[src/rtl/serial_bit_feeder_pkg.sv]
// Shared definitions for the parallel-to-serial feeder: FSM encoding,
// counter sizing helper and the default word width.
package serial_bit_feeder_pkg;

  localparam int DEFAULT_W = 8;

  typedef enum logic {
    IDLE  = 1'b0,
    SHIFT = 1'b1
  } state_e;

  function automatic int cnt_width(input int w);
    return (w > 1) ? $clog2(w) : 1;
  endfunction

endpackage

[src/rtl/serial_bit_feeder_if.sv]
// Word handshake plus serial output bundle of the feeder; the slave side is the
// feeder itself, the master side is the word producer / bit consumer.
interface serial_bit_feeder_if
  import serial_bit_feeder_pkg::*;
#(
  parameter int W = DEFAULT_W
);

  logic [W-1:0] DIN;
  logic         DIN_VALID;
  logic         DIN_READY;
  logic         SO;
  logic         SO_VALID;
  logic         WORD_DONE;
  logic         BUSY;

  modport slave (
    input  DIN, DIN_VALID,
    output DIN_READY, SO, SO_VALID, WORD_DONE, BUSY
  );

  modport master (
    output DIN, DIN_VALID,
    input  DIN_READY, SO, SO_VALID, WORD_DONE, BUSY
  );

endinterface

[src/rtl/serial_bit_feeder.sv]
// Serialises handshaken parallel words one bit per clock; a one-word holding
// buffer behind the shifter lets consecutive words stream without a gap.
module serial_bit_feeder
  import serial_bit_feeder_pkg::*;
#(
  parameter int   W         = DEFAULT_W,
  parameter bit   MSB_FIRST = 1'b1,
  parameter logic IDLE_BIT  = 1'b0
) (
  input  logic                CLK,
  input  logic                RST,
  serial_bit_feeder_if.slave  bus
);

  localparam int             CW       = cnt_width(W);
  localparam logic [CW-1:0]  CNT_LAST = CW'(W - 1);
  localparam logic [CW-1:0]  CNT_ONE  = CW'(1);

  state_e          state_q, state_d;
  logic [CW-1:0]   cnt_q, cnt_d;
  logic            hold_full_q, hold_full_d;
  logic [W-1:0]    hold_q, hold_d;
  logic [W-1:0]    sh_q, sh_d;
  logic            so_q, so_d;
  logic            so_vld_q, so_vld_d;
  logic            done_q, done_d;
  logic            accept;
  logic            load;

  function automatic logic lead_bit(input logic [W-1:0] w);
    return MSB_FIRST ? w[W-1] : w[0];
  endfunction

  // Drop the bit just emitted so the next one sits at the lead position.
  function automatic logic [W-1:0] advance(input logic [W-1:0] w);
    return MSB_FIRST ? {w[W-2:0], 1'b0} : {1'b0, w[W-1:1]};
  endfunction

  assign bus.DIN_READY = ~hold_full_q & ~RST;
  assign accept        = bus.DIN_VALID & bus.DIN_READY;

  always_comb begin
    state_d     = state_q;
    cnt_d       = cnt_q;
    hold_d      = hold_q;
    hold_full_d = hold_full_q;
    sh_d        = sh_q;
    so_d        = IDLE_BIT;
    so_vld_d    = 1'b0;
    done_d      = 1'b0;
    load        = 1'b0;

    case (state_q)
      IDLE: begin
        if (hold_full_q) load = 1'b1;
      end
      SHIFT: begin
        // cnt_q == 0 in SHIFT marks the edge after a word's last bit.
        if (cnt_q != '0) begin
          so_d     = lead_bit(sh_q);
          sh_d     = advance(sh_q);
          so_vld_d = 1'b1;
          if (cnt_q == CNT_LAST) begin
            cnt_d  = '0;
            done_d = 1'b1;
          end else begin
            cnt_d  = cnt_q + CNT_ONE;
          end
        end else if (hold_full_q) begin
          load = 1'b1;
        end else begin
          state_d = IDLE;
        end
      end
      default: state_d = IDLE;
    endcase

    if (load) begin
      so_d        = lead_bit(hold_q);
      sh_d        = advance(hold_q);
      so_vld_d    = 1'b1;
      cnt_d       = CNT_ONE;
      hold_full_d = 1'b0;
      state_d     = SHIFT;
    end

    // Never coincides with load: DIN_READY is low while the hold is full.
    if (accept) begin
      hold_d      = bus.DIN;
      hold_full_d = 1'b1;
    end
  end

  always_ff @(posedge CLK) begin
    if (RST) begin
      state_q     <= IDLE;
      cnt_q       <= '0;
      hold_full_q <= 1'b0;
      so_q        <= IDLE_BIT;
      so_vld_q    <= 1'b0;
      done_q      <= 1'b0;
    end else begin
      state_q     <= state_d;
      cnt_q       <= cnt_d;
      hold_full_q <= hold_full_d;
      so_q        <= so_d;
      so_vld_q    <= so_vld_d;
      done_q      <= done_d;
    end
  end

  always_ff @(posedge CLK) begin
    hold_q <= hold_d;
    sh_q   <= sh_d;
  end

  assign bus.SO        = so_q;
  assign bus.SO_VALID  = so_vld_q;
  assign bus.WORD_DONE = done_q;
  assign bus.BUSY      = (state_q == SHIFT) | hold_full_q;

endmodule

[src/flat_wrapper.sv]
// flat-port wrapper written by rule: the top's interface ports become plain ports
module serial_bit_feeder_flat import serial_bit_feeder_pkg::*;
#(
  parameter int   W         = DEFAULT_W,
  parameter bit   MSB_FIRST = 1'b1,
  parameter logic IDLE_BIT  = 1'b0
)
  (CLK, RST, bus_DIN, bus_DIN_VALID, bus_DIN_READY, bus_SO, bus_SO_VALID, bus_WORD_DONE, bus_BUSY);
  serial_bit_feeder_if #(.W(W)) bus_i ();
  input  logic CLK;
  input  logic RST;
  input wire logic [$bits(bus_i.DIN)-1:0] bus_DIN;
  input wire logic [$bits(bus_i.DIN_VALID)-1:0] bus_DIN_VALID;
  output wire logic [$bits(bus_i.DIN_READY)-1:0] bus_DIN_READY;
  output wire logic [$bits(bus_i.SO)-1:0] bus_SO;
  output wire logic [$bits(bus_i.SO_VALID)-1:0] bus_SO_VALID;
  output wire logic [$bits(bus_i.WORD_DONE)-1:0] bus_WORD_DONE;
  output wire logic [$bits(bus_i.BUSY)-1:0] bus_BUSY;
  assign bus_i.DIN = bus_DIN;
  assign bus_i.DIN_VALID = bus_DIN_VALID;
  assign bus_DIN_READY = bus_i.DIN_READY;
  assign bus_SO = bus_i.SO;
  assign bus_SO_VALID = bus_i.SO_VALID;
  assign bus_WORD_DONE = bus_i.WORD_DONE;
  assign bus_BUSY = bus_i.BUSY;
  serial_bit_feeder #(.W(W), .MSB_FIRST(MSB_FIRST), .IDLE_BIT(IDLE_BIT)) u_core (.CLK(CLK), .RST(RST), .bus(bus_i));
endmodule
[config.mk]
export PLATFORM = sky130hd
export DESIGN_NAME = serial_bit_feeder_flat
export DESIGN_NICKNAME = d
export VERILOG_FILES = /design/src/rtl/serial_bit_feeder_pkg.sv /design/src/rtl/serial_bit_feeder_if.sv /design/src/rtl/serial_bit_feeder.sv /design/src/flat_wrapper.sv
export SDC_FILE = /design/constraint.sdc
export NUM_CORES = 1
export LEC_CHECK = 0
export BUFFER_PORTS_ARGS = -buffer_cell sky130_fd_sc_hd__buf_2
export CAP_MARGIN = 20
export CORE_UTILIZATION = 35
export DETAILED_ROUTE_END_ITERATION = 10
export MAX_ROUTING_LAYER = met4
export SYNTH_ARGS = -nofsm -noshare
export SYNTH_HDL_FRONTEND = slang
export SYNTH_SLANG_ARGS = --single-unit
[constraint.sdc]
create_clock -name CLK -period 1.6 [get_ports CLK]
set_input_delay 0.08 -clock CLK [delete_from_list [all_inputs] [get_ports CLK]]
set_output_delay 0.08 -clock CLK [all_outputs]
set_load 0.02 [all_outputs]
==> results.txt, run 1 <==
status - finished clean
setup violators final - 0
WL per Instance - 12.9 um
Register Area - 612 um2
final core utilization - 52.6%
post-synthesis sequential area ratio - 68.0%
crit path capture - u_core.sh_q[7]
Max VDD drop - 0.796 mV
Critical Path RT - 1670 ps
Via Count - 585
GRT overflow - 0
worst reg-to-reg path cell count - 6
Final nets - 112
die area - 2770 um2
placed insts - 110
largest net degree at the start of global routing - 14
Clock Latency Late Sink - 310 ps
max-cap viol count - 0
Fin Clk Skew - 7.57 ps
Mapped Cells - 62
Final WS setup - 58.7 ps
Reg-to-Reg Start - u_core.cnt_q[0]
Crit Reg-Reg Endpoint - u_core.sh_q[7]
# fillers - 200
Setup TNS - 0 ps
die width - 52.7 um
DP Area - 1050 um2
Rel. slew slack - 71.4%
clock share of power - 23.9%
switching part of the total - 22.1%
metal3 WL - 57 um
DRC - 0
core box area - 2320 um2
CP endpoint kind - flop
Place WS - -2.75 ps
critical path startpoint category - flop
Top Ports - 16
worst setup path startpoint - u_core.cnt_q[0]
H-tree depth - 1
Synth cell types - 23
Yosys reg bits - 23
overall routing resource usage - 14.5%
PortBufs - 15
total chip power - 1.07 mW
final worst-path cycle share - 96.3%
clk slew on worst S/H paths - 120 ps
Static Leak - 0.548 nW
share of cells above drive strength 1 - 41.2%
Period minus WS final - 1540 ps
detailed placer's ending HPWL - 1020 um
area of the multi-input gates - 304 um2
clock buffer depth - 2
clock root buffer - clkbuf_4
Ys Warns - 0
Pre-Repair DR Iteration Count - 4
Final ANT Viol Nets - 0
Seq pwr share - 62.8%
TritonCTS clock tree - yes
Rows - 17
DRT Wirelength - 1610 um
fin cells - 125
vias in the first global route - 579
Highest Signal Layer - met4
GPL Wtd Cong - 0.700
Syn-to-layout area delta - 35.8%
total length of routed met2 wires - 796 um
power share of the combinational group - 13.2%
Antenna Cells - 0
Hold WC Path Type - in2reg
design area - 1220 um2
Met1 Wirelength - 727 um
Starting Density - 38.7%
initial antenna violation count - 0
worst hold slack - 38.1 ps
clk sinks - 23
fmax - 0.649 GHz
Post-Synthesis Net Count - 76
Vert. Die Dim - 52.7 um
synthesized area - 898 um2
Num CTS Buffers - 3
Hold Violations, Final - 0
measured slew at the worst slew-check pin - 429 ps
Syn Area/Cell - 14.5 um2
Vias/cell - 4.68
global-route wire length before repair - 2600 um
Pwr per Cell Area - 877 nW/um2
WS Path Type - reg2reg
Initial DRC Count - 10
Max Fanout on Critical Path - 3
commonest non-fill, non-tap cells in the layout - buf_2, edfxtp_1, buf_4
Worst EP arrival - 1610 ps
sw power - 236 uW
Internal - 834 uW
max-slew violations - 0
worst reg2reg setup slack - 60 ps
-- what timing repair did --
item / in CTS / in global routing
setup buffers: 1 / 2
hold endpoints to repair: 8 / 0
resized for setup: 10 / 1
endpoints found under the setup margin: 6 / 7
hold buffers: 8 / 0
pin swaps: 1 / 1
-- cell type report --
type,instances,area share (%)
well taps,28,2.87
repair buffers,32,18.3
flip-flops and latches,23,50.2
multi-input cells,33,24.9
inverters,5,1.54
clock buffers,3,1.85
clock inverters,1,0.410
-- per-layer routing --
metal | GRT usage (%) | vias to the layer above
met4 | 8.77 | 0
met2 | 21.7 | 9
met5 | - | -
met1 | 16.4 | 270
li1 | - | 301
met3 | 5.22 | 5
-- power by group through the flow --
stage / combinational [mW] / clock [mW] / sequential (mW)
after floorplan: 0.0575 / 0 / 0.688
after detailed placement: 0.104 / 0 / 0.684
after global routing: 0.155 / 0.294 / 0.675
final: 0.141 / 0.256 / 0.672
after global placement: 0.104 / 0 / 0.684
after CTS: 0.135 / 0.268 / 0.672
-- worst min-delay path by stage --
stage / from / to / slack (ps) / cells past startpoint
final: RST / u_core.state_q / 40 / 2
after detailed placement: bus_DIN[6] / u_core.hold_q[6] / 260 / 1
after floorplan: bus_DIN[0] / u_core.hold_q[0] / 180 / 0
after global placement: bus_DIN[2] / u_core.hold_q[2] / 260 / 1
after CTS: RST / u_core.state_q / 5 / 2
after global routing: RST / u_core.state_q / 30 / 2
-- logic make-up after synthesis --
logic type / share of synthesized area, %
compound gates: 9.33
fa+ha+maj: 4.18
buf+inv: 2.64
flops: 68.0
mux: 7.52
simple gates: 8.36
-- critical path, stage by stage, from the launching register on --
cell and delay (ps):
dfxtp_2 350, inv_1 50, ha_2 180, nor2b_4 130, o21ai_4 130, buf_4 160
mux2_4 300
-- state kept, by name (all words and copies together) (netlist names) --
name	flops
u_core.cnt_q	3
u_core.hold_full_q	1
u_core.bus.SO_VALID	1
u_core.hold_q	8
u_core.bus.WORD_DONE	1
u_core.bus.SO	1
u_core.state_q	1
u_core.sh_q	7
-- synthesized netlist by cell type (all sizes together) --
| master | number | area share, % |
|---|---|---|
| nor2b | 1 | 0.70 |
| a31oi | 1 | 0.70 |
| a41o | 2 | 2.2 |
| a221o | 1 | 1.1 |
| and2 | 1 | 0.70 |
| o21ai | 2 | 2.4 |
| nand2b | 1 | 0.70 |
| ha | 3 | 4.2 |
| dfxtp | 8 | 18 |
| and3 | 1 | 0.70 |
| o41ai | 1 | 0.98 |
| nand2 | 4 | 1.7 |
| edfxtp | 15 | 50 |
| and4 | 1 | 0.98 |
| o211ai | 1 | 0.84 |
| nor3b | 2 | 1.7 |
| nor2 | 3 | 1.3 |
| a21oi | 2 | 1.1 |
| buf | 1 | 0.56 |
| inv | 5 | 2.1 |
| mux2 | 6 | 7.5 |
No activity file was read; power rests on OpenSTA's default activity.
==> inputs of run 2 (changes only) <==
CORE_UTILIZATION = 40   (was 35)
PLACE_DENSITY = 0.66   (was unset)
==> run 2 against run 1 <==
  * Final cell count down 4.0%
  * Critical endpoint is now u_core.sh_q[3]
  * Largest cell class unchanged
  * Maximum frequency up 0.40%
  * Die area down 12%
  * Worst hold slack better by 11 ps
  * Combinational power down 9%
  * Largest power group unchanged
  * Sequential share of layout area up 1.8 points
  * Non-clock buffer count down 4
  * Count of clock-buffer cells in the layout up 1
  * Critical path type unchanged
  * Wire length down 6.5%
  * Register-to-register slack about the same
==> results.txt, run 2 (synthesis results as in run 1) <==
WS Path Type - reg2reg
Final WS setup - 64.8 ps (+6.16 ps)
design area - 1180 um2 (-3.2%)
Hold WC Path Type - in2reg
Rel. slew slack - 73.9% (+2.5 points)
setup violators final - 0 (unchanged)
most flop-heavy register - u_core.hold_q
clk sinks - 23 (unchanged)
Pre-Repair DR Iteration Count - 4 (unchanged)
detailed placer's ending HPWL - 1010 um (-1.2%)
measured slew at the worst slew-check pin - 392 ps (-37.2 ps)
Worst Path Buf+Inv - 1 (-1)
initial antenna violation count - 0 (unchanged)
Rows - 16 (-1)
H-tree depth - 1 (unchanged)
DP Area - 1030 um2 (-1.6%)
fmax - 0.651 GHz (+0.40%)
clk slew on worst S/H paths - 120 ps (about the same)
Fin Clk Skew - 5.24 ps (-2.33 ps)
global-route wire length before repair - 2280 um (-12%)
Top Ports - 16 (unchanged)
CP endpoint kind - flop
Starting Density - 44.0% (+5.2 points)
Worst EP arrival - 1610 ps (about the same)
area of the multi-input gates - 297 um2 (-2.5%)
GRT overflow - 0 (unchanged)
# fillers - 170 (-15%)
Via Count - 568 (-2.9%)
crit-path cells - inv_1 -> ha_2 -> nor2b_4 -> o21ai_4 -> mux2_4
final worst-path cycle share - 95.9% (-0.39 points)
final core utilization - 57.8% (+5.2 points)
Static Leak - 0.521 nW (-5.0%)
GPL Wtd Cong - 0.778 (+11%)
Vias/cell - 4.73 (+1.1%)
Register Area - 613 um2 (+0.20%)
critical path startpoint category - flop
Vert. Die Dim - 49.4 um (-6.2%)
TritonCTS clock tree - yes
Num CTS Buffers - 3 (unchanged)
cell family with most CP delay - flip-flops
Pwr per Cell Area - 897 nW/um2 (+2.3%)
share of cells above drive strength 1 - 37.6% (-3.6 points)
CP max stage cell - dfxtp_2
die width - 49.4 um (-6.2%)
die area - 2440 um2 (-12%)
Place WS - -11.5 ps (-8.79 ps)
PortBufs - 15 (unchanged)
fin cells - 120 (-4.0%)
Max Fanout on Critical Path - 6 (+3)
vias in the first global route - 532 (-8.1%)
clock root buffer - clkbuf_4
Critical Path RT - 1670 ps (about the same)
max reg flops - 8 (unchanged)
top flop regs - u_core.hold_q x8, u_core.sh_q x7, u_core.cnt_q x3
Final nets - 108 (-3.6%)
Initial DRC Count - 11 (+1)
Clock Latency Late Sink - 300 ps (about the same)
Final ANT Viol Nets - 0 (unchanged)
CP peak stage delay - 350 ps (about the same)
Antenna Cells - 0 (unchanged)
DRT Wirelength - 1510 um (-6.5%)
placed insts - 107 (-2.7%)
Hold Violations, Final - 0 (unchanged)
Period minus WS final - 1540 ps (-6.16 ps)
core box area - 2040 um2 (-12%)
status - finished clean
max-cap viol count - 0 (unchanged)
DRC - 0 (unchanged)
Max VDD drop - 0.838 mV (+5.3%)
overall routing resource usage - 13.3% (-1.1 points)
largest net degree at the start of global routing - 13 (-1)
max-slew violations - 0 (unchanged)
Syn-to-layout area delta - 31.5%
clock buffer depth - 2 (unchanged)
commonest non-fill, non-tap cells in the layout - buf_2, edfxtp_1, dlygate4sd3_1
WL per Instance - 12.6 um (-2.6%)
-- run 2: changes by cell type in the layout (fill, tap and decap cells not counted) --
cell / delta
clkinv_2: -1
dfxtp_2: +1
o41ai_2: -1
buf_4: -4
dfxtp_1: -1
o41ai_1: +1
clkbuf_1: +1
-- run 2: through the flow --
| step | total power [mW] | hold WS [ps] | setup TNS (ps) |
|---|---|---|---|
| floorplan | 0.745 | 179 | 0 |
| global placement | 0.781 | 256 | 0 |
| finish | 1.06 | 49.2 | 0 |
| detailed placement | 0.784 | 258 | -37.8 |
| global route | 1.10 | 54.1 | -18.6 |
| CTS | 1.06 | 41.0 | -80.8 |
-- run 2: report_power, final --
group	switching [mW]	internal [mW]
registers	0.0101	0.664
clock network	0.160	0.0972
logic	0.0599	0.0679
total	0.230	0.829
-- run 2: worst paths after layout --
| path | startpoint | to | slack (ps) | depth (start not counted) |
|---|---|---|---|---|
| max reg2reg | u_core.cnt_q[1] | u_core.sh_q[3] | 60 | 5 |
| max | u_core.cnt_q[1] | u_core.sh_q[3] | 60 | 5 |
| min reg2reg | u_core.hold_q[7] | u_core.bus.SO | 520 | 1 |
| min | RST | u_core.bus.WORD_DONE | 50 | 2 |
-- run 2: layout make-up --
type                       instances  share of cell area [%]
sequential                        23                    51.9
inverter                           5                    1.59
clock buffer                       4                    2.22
tap                               27                    2.86
multi-input combinational         33                    25.1
timing repair buffer              28                    16.3
-- run 2: timing repair --
action                     CTS  global route
setup endpoints to repair    6             6
hold buffers                 8             0
pin swaps                    1             2
hold endpoints to repair     8             0
gates resized for setup      3             8
setup buffers                1             0
-- run 2: worst reg2reg max path, cell delays in order, from the launching register on --
cell	delay, ps
dfxtp_2	350
inv_1	40
ha_2	180
nor2b_4	130
o21ai_4	270
mux2_4	340
-- run 2: routing by layer --
metal / global-route usage [%] / wire length [um]
met1: 15.0 / 754
met2: 22.1 / 678
met3: 4.67 / 58
met4: 4.29 / 14
met5: - / 0
==> inputs of run 3 (changes only) <==
ABC_AREA = 1   (was unset)
MAX_ROUTING_LAYER = unset   (was met4)
PLACE_DENSITY = 0.65   (was 0.66)
==> run 3 against run 2 <==
  * Combinational power rose by 3%
  * Die area up 5.9%
  * Wire length down 7.5%
  * Clock power hardly changed
  * Clock skew is essentially flat
  * Sequential power is 3.1% higher
  * Via count increased by 8.6%
  * Final cell count increased by 14%
  * Critical path depth is the same
  * Critical endpoint is now u_core.sh_q[6]
  * Highest routed layer unchanged
==> results.txt, run 3 <==
crit-path cells - inv_1 -> ha_1 -> nand2_2 -> nand2_4 -> nand2_2
HP Start - bus_DIN_VALID
Vias/cell - 4.50 (-4.9%)
Pwr per Cell Area - 931 nW/um2 (+3.8%)
largest net degree at the start of global routing - 16 (+3)
Worst EP arrival - 1400 ps (-210 ps)
Critical Path RT - 1610 ps (-60 ps)
DRT Wirelength - 1390 um (-7.5%)
dominant cells by area after synthesis - edfxtp_1, dfxtp_1, nand2_1, nand3_1, ha_1
core box area - 2230 um2 (+9.4%)
Period minus WS final - 1390 ps (-147 ps)
Max Fanout on Critical Path - 15 (+9)
post-CTS sizing - 0 (-3)
Top cell by count, worst path - nand2_2
DRC - 0 (unchanged)
Clock Latency Late Sink - 300 ps (about the same)
detailed placer's ending HPWL - 1000 um (-0.49%)
max-cap viol count - 0 (unchanged)
CP endpoint kind - flop
Yosys reg bits - 23 (unchanged)
H-tree depth - 1 (unchanged)
initial antenna violation count - 0 (unchanged)
RSZ-0062 raised after global routing - false
Synth cell types - 18 (-22%)
Top Ports - 16 (unchanged)
Hold WC Path Type - in2reg
Final ANT Viol Nets - 0 (unchanged)
Vert. Die Dim - 50.8 um (+2.9%)
Starting Density - 42.7% (-1.3 points)
Worst Hold Endpoint - u_core.hold_full_q
Fin Clk Skew - 5.06 ps (-0.181 ps)
Max VDD drop - 0.596 mV (-29%)
Rel. slew slack - 68.6% (-5.3 points)
post-CTS setup buffer count - 0 (-1)
clk slew on worst S/H paths - 120 ps (about the same)
GPL Wtd Cong - 0.770 (-1.1%)
FFs w/ async S/R, synth - 0% (unchanged)
die area - 2580 um2 (+5.9%)
Reg-to-Reg Start - u_core.cnt_q[0]
synthesized area - 953 um2 (+6.1%)
CP peak stage delay - 410 ps (+60 ps)
clock root buffer - clkbuf_4
Pre-Repair DR Iteration Count - 4 (unchanged)
Post-Synthesis Net Count - 96 (+26%)
Initial DRC Count - 10 (-1)
PortBufs - 15 (unchanged)
max reg flops - 8 (unchanged)
setup violators final - 0 (unchanged)
Ys Warns - 0 (unchanged)
critical path startpoint category - flop
Setup TNS - 0 ps (unchanged)
TritonCTS clock tree - yes
clk sinks - 23 (unchanged)
commonest non-fill, non-tap cells in the layout - nand2_1, buf_2, edfxtp_1
measured slew at the worst slew-check pin - 470 ps (+78.5 ps)
top flop regs - u_core.hold_q x8, u_core.sh_q x7, u_core.cnt_q x3
largest area contributor in the netlist - edfxtp_1
Antenna Cells - 0 (unchanged)
worst reg2reg setup slack - 210 ps (+150 ps)
number of synthesized flops with an enable pin - 15 (unchanged)
WHS Path Cells - 3 (+1)
Static Leak - 0.510 nW (-2.1%)
vias in the first global route - 596 (+12%)
total chip power - 1.08 mW (+2.2%)
overall routing resource usage - 13.6% (+0.27 points)
top_reg_cell synth - edfxtp_1
WS Path Type - reg2reg
worst reg-to-reg path cell count - 5 (unchanged)
Syn-to-layout area delta - 21.9%
clock buffer depth - 2 (unchanged)
Crit Reg-Reg Endpoint - u_core.sh_q[6]
post-synthesis sequential area ratio - 64.0% (-3.9 points)
share of the synthesized area in the top cell type - 47.2% (-2.9 points)
final worst-path cycle share - 86.7% (-9.2 points)
Mapped Cells - 82 (+32%)
die width - 50.8 um (+2.9%)
Rows - 17 (+1)
Via Count - 617 (+8.6%)
global-route wire length before repair - 2480 um (+8.8%)
Post-synth top cells - edfxtp_1, nand2_1, dfxtp_1, inv_1, nand3_1
WL per Instance - 10.2 um (-19%)
status - finished clean
Final nets - 124 (+15%)
Num CTS Buffers - 3 (unchanged)
hold buffers post-CTS - 9 (+1)
fmax - 0.721 GHz (+11%)
max-slew violations - 0 (unchanged)
GRT overflow - 0 (unchanged)
Hold Violations, Final - 0 (unchanged)
share of cells above drive strength 1 - 28.4% (-9.2 points)
most flop-heavy register - u_core.hold_q
CP max stage cell - dfxtp_1
Syn Area/Cell - 11.6 um2 (-20%)
-- run 3: worst max path at each step --
stage,start,slack (ps),cells past startpoint,endpoint
after floorplan,u_core.hold_full_q,100,2,u_core.hold_q[0]
after global placement,u_core.cnt_q[0],280,5,u_core.sh_q[1]
after detailed placement,u_core.cnt_q[0],220,5,u_core.sh_q[3]
after CTS,u_core.cnt_q[0],210,5,u_core.sh_q[2]
after global routing,u_core.cnt_q[0],120,5,u_core.sh_q[6]
final,u_core.cnt_q[0],210,5,u_core.sh_q[6]
-- run 3: where the power goes --
| group | switching (mW) | internal [mW] | leakage [nW] | total, mW |
|---|---|---|---|---|
| sequential | 0.0209 | 0.674 | 0.206 | 0.695 |
| clock | 0.162 | 0.0931 | 0.0177 | 0.255 |
| combinational | 0.0743 | 0.0575 | 0.286 | 0.132 |
-- run 3: cells by family (layout without fill, tap and decap cells) --
| family | after synthesis | after routing | share of synthesized area, % |
|---|---|---|---|
| flip-flops | 23 | 23 | 64.0 |
| AO/OA/AOI/OAI | 7 | 7 | 4.86 |
| buffers and inverters | 11 | 38 | 6.56 |
| adder cells (fa/ha/maj) | 3 | 3 | 3.94 |
| AND/OR/NAND/NOR | 38 | 38 | 20.6 |
-- run 3: stage by stage --
step	instances	worst slack, ps	util (%)	area (um2)	hold WS, ps
final	137	212	52.0	1160	39.0
after global routing	137	121	52.0	1160	29.2
after CTS	137	205	52.0	1160	27.3
after detailed placement	124	219	46.8	1040	258
after global placement	124	278	46.8	1040	256
after floorplan	82	96.8	-	953	142
-- run 3: area by class of cell --
type / instances / area [um2]
fillers: 204 / 1070
well taps: 28 / 35.0
clock buffers: 3 / 22.5
inverters: 9 / 36.3
flip-flops and latches: 23 / 611
repair buffers: 25 / 173
multi-input cells: 48 / 280
clock inverters: 1 / 5.00
-- run 3: routing by layer --
metal,wire [um],part of all wire [%],track usage (%),up-vias
li1,-,-,-,325
met2,651,47,22.7,11
met5,0,0,0,-
met3,33,2.4,2.68,2
met1,691,50,16.1,279
met4,16,1.1,8.33,0
-- run 3: critical path, delay by kind of cell (launching register included) --
family | cells | cell delay [ps]
buffers and inverters | 1 | 60
DFF | 1 | 410
and+or+nand+nor | 3 | 420
adders and majority gates | 1 | 200
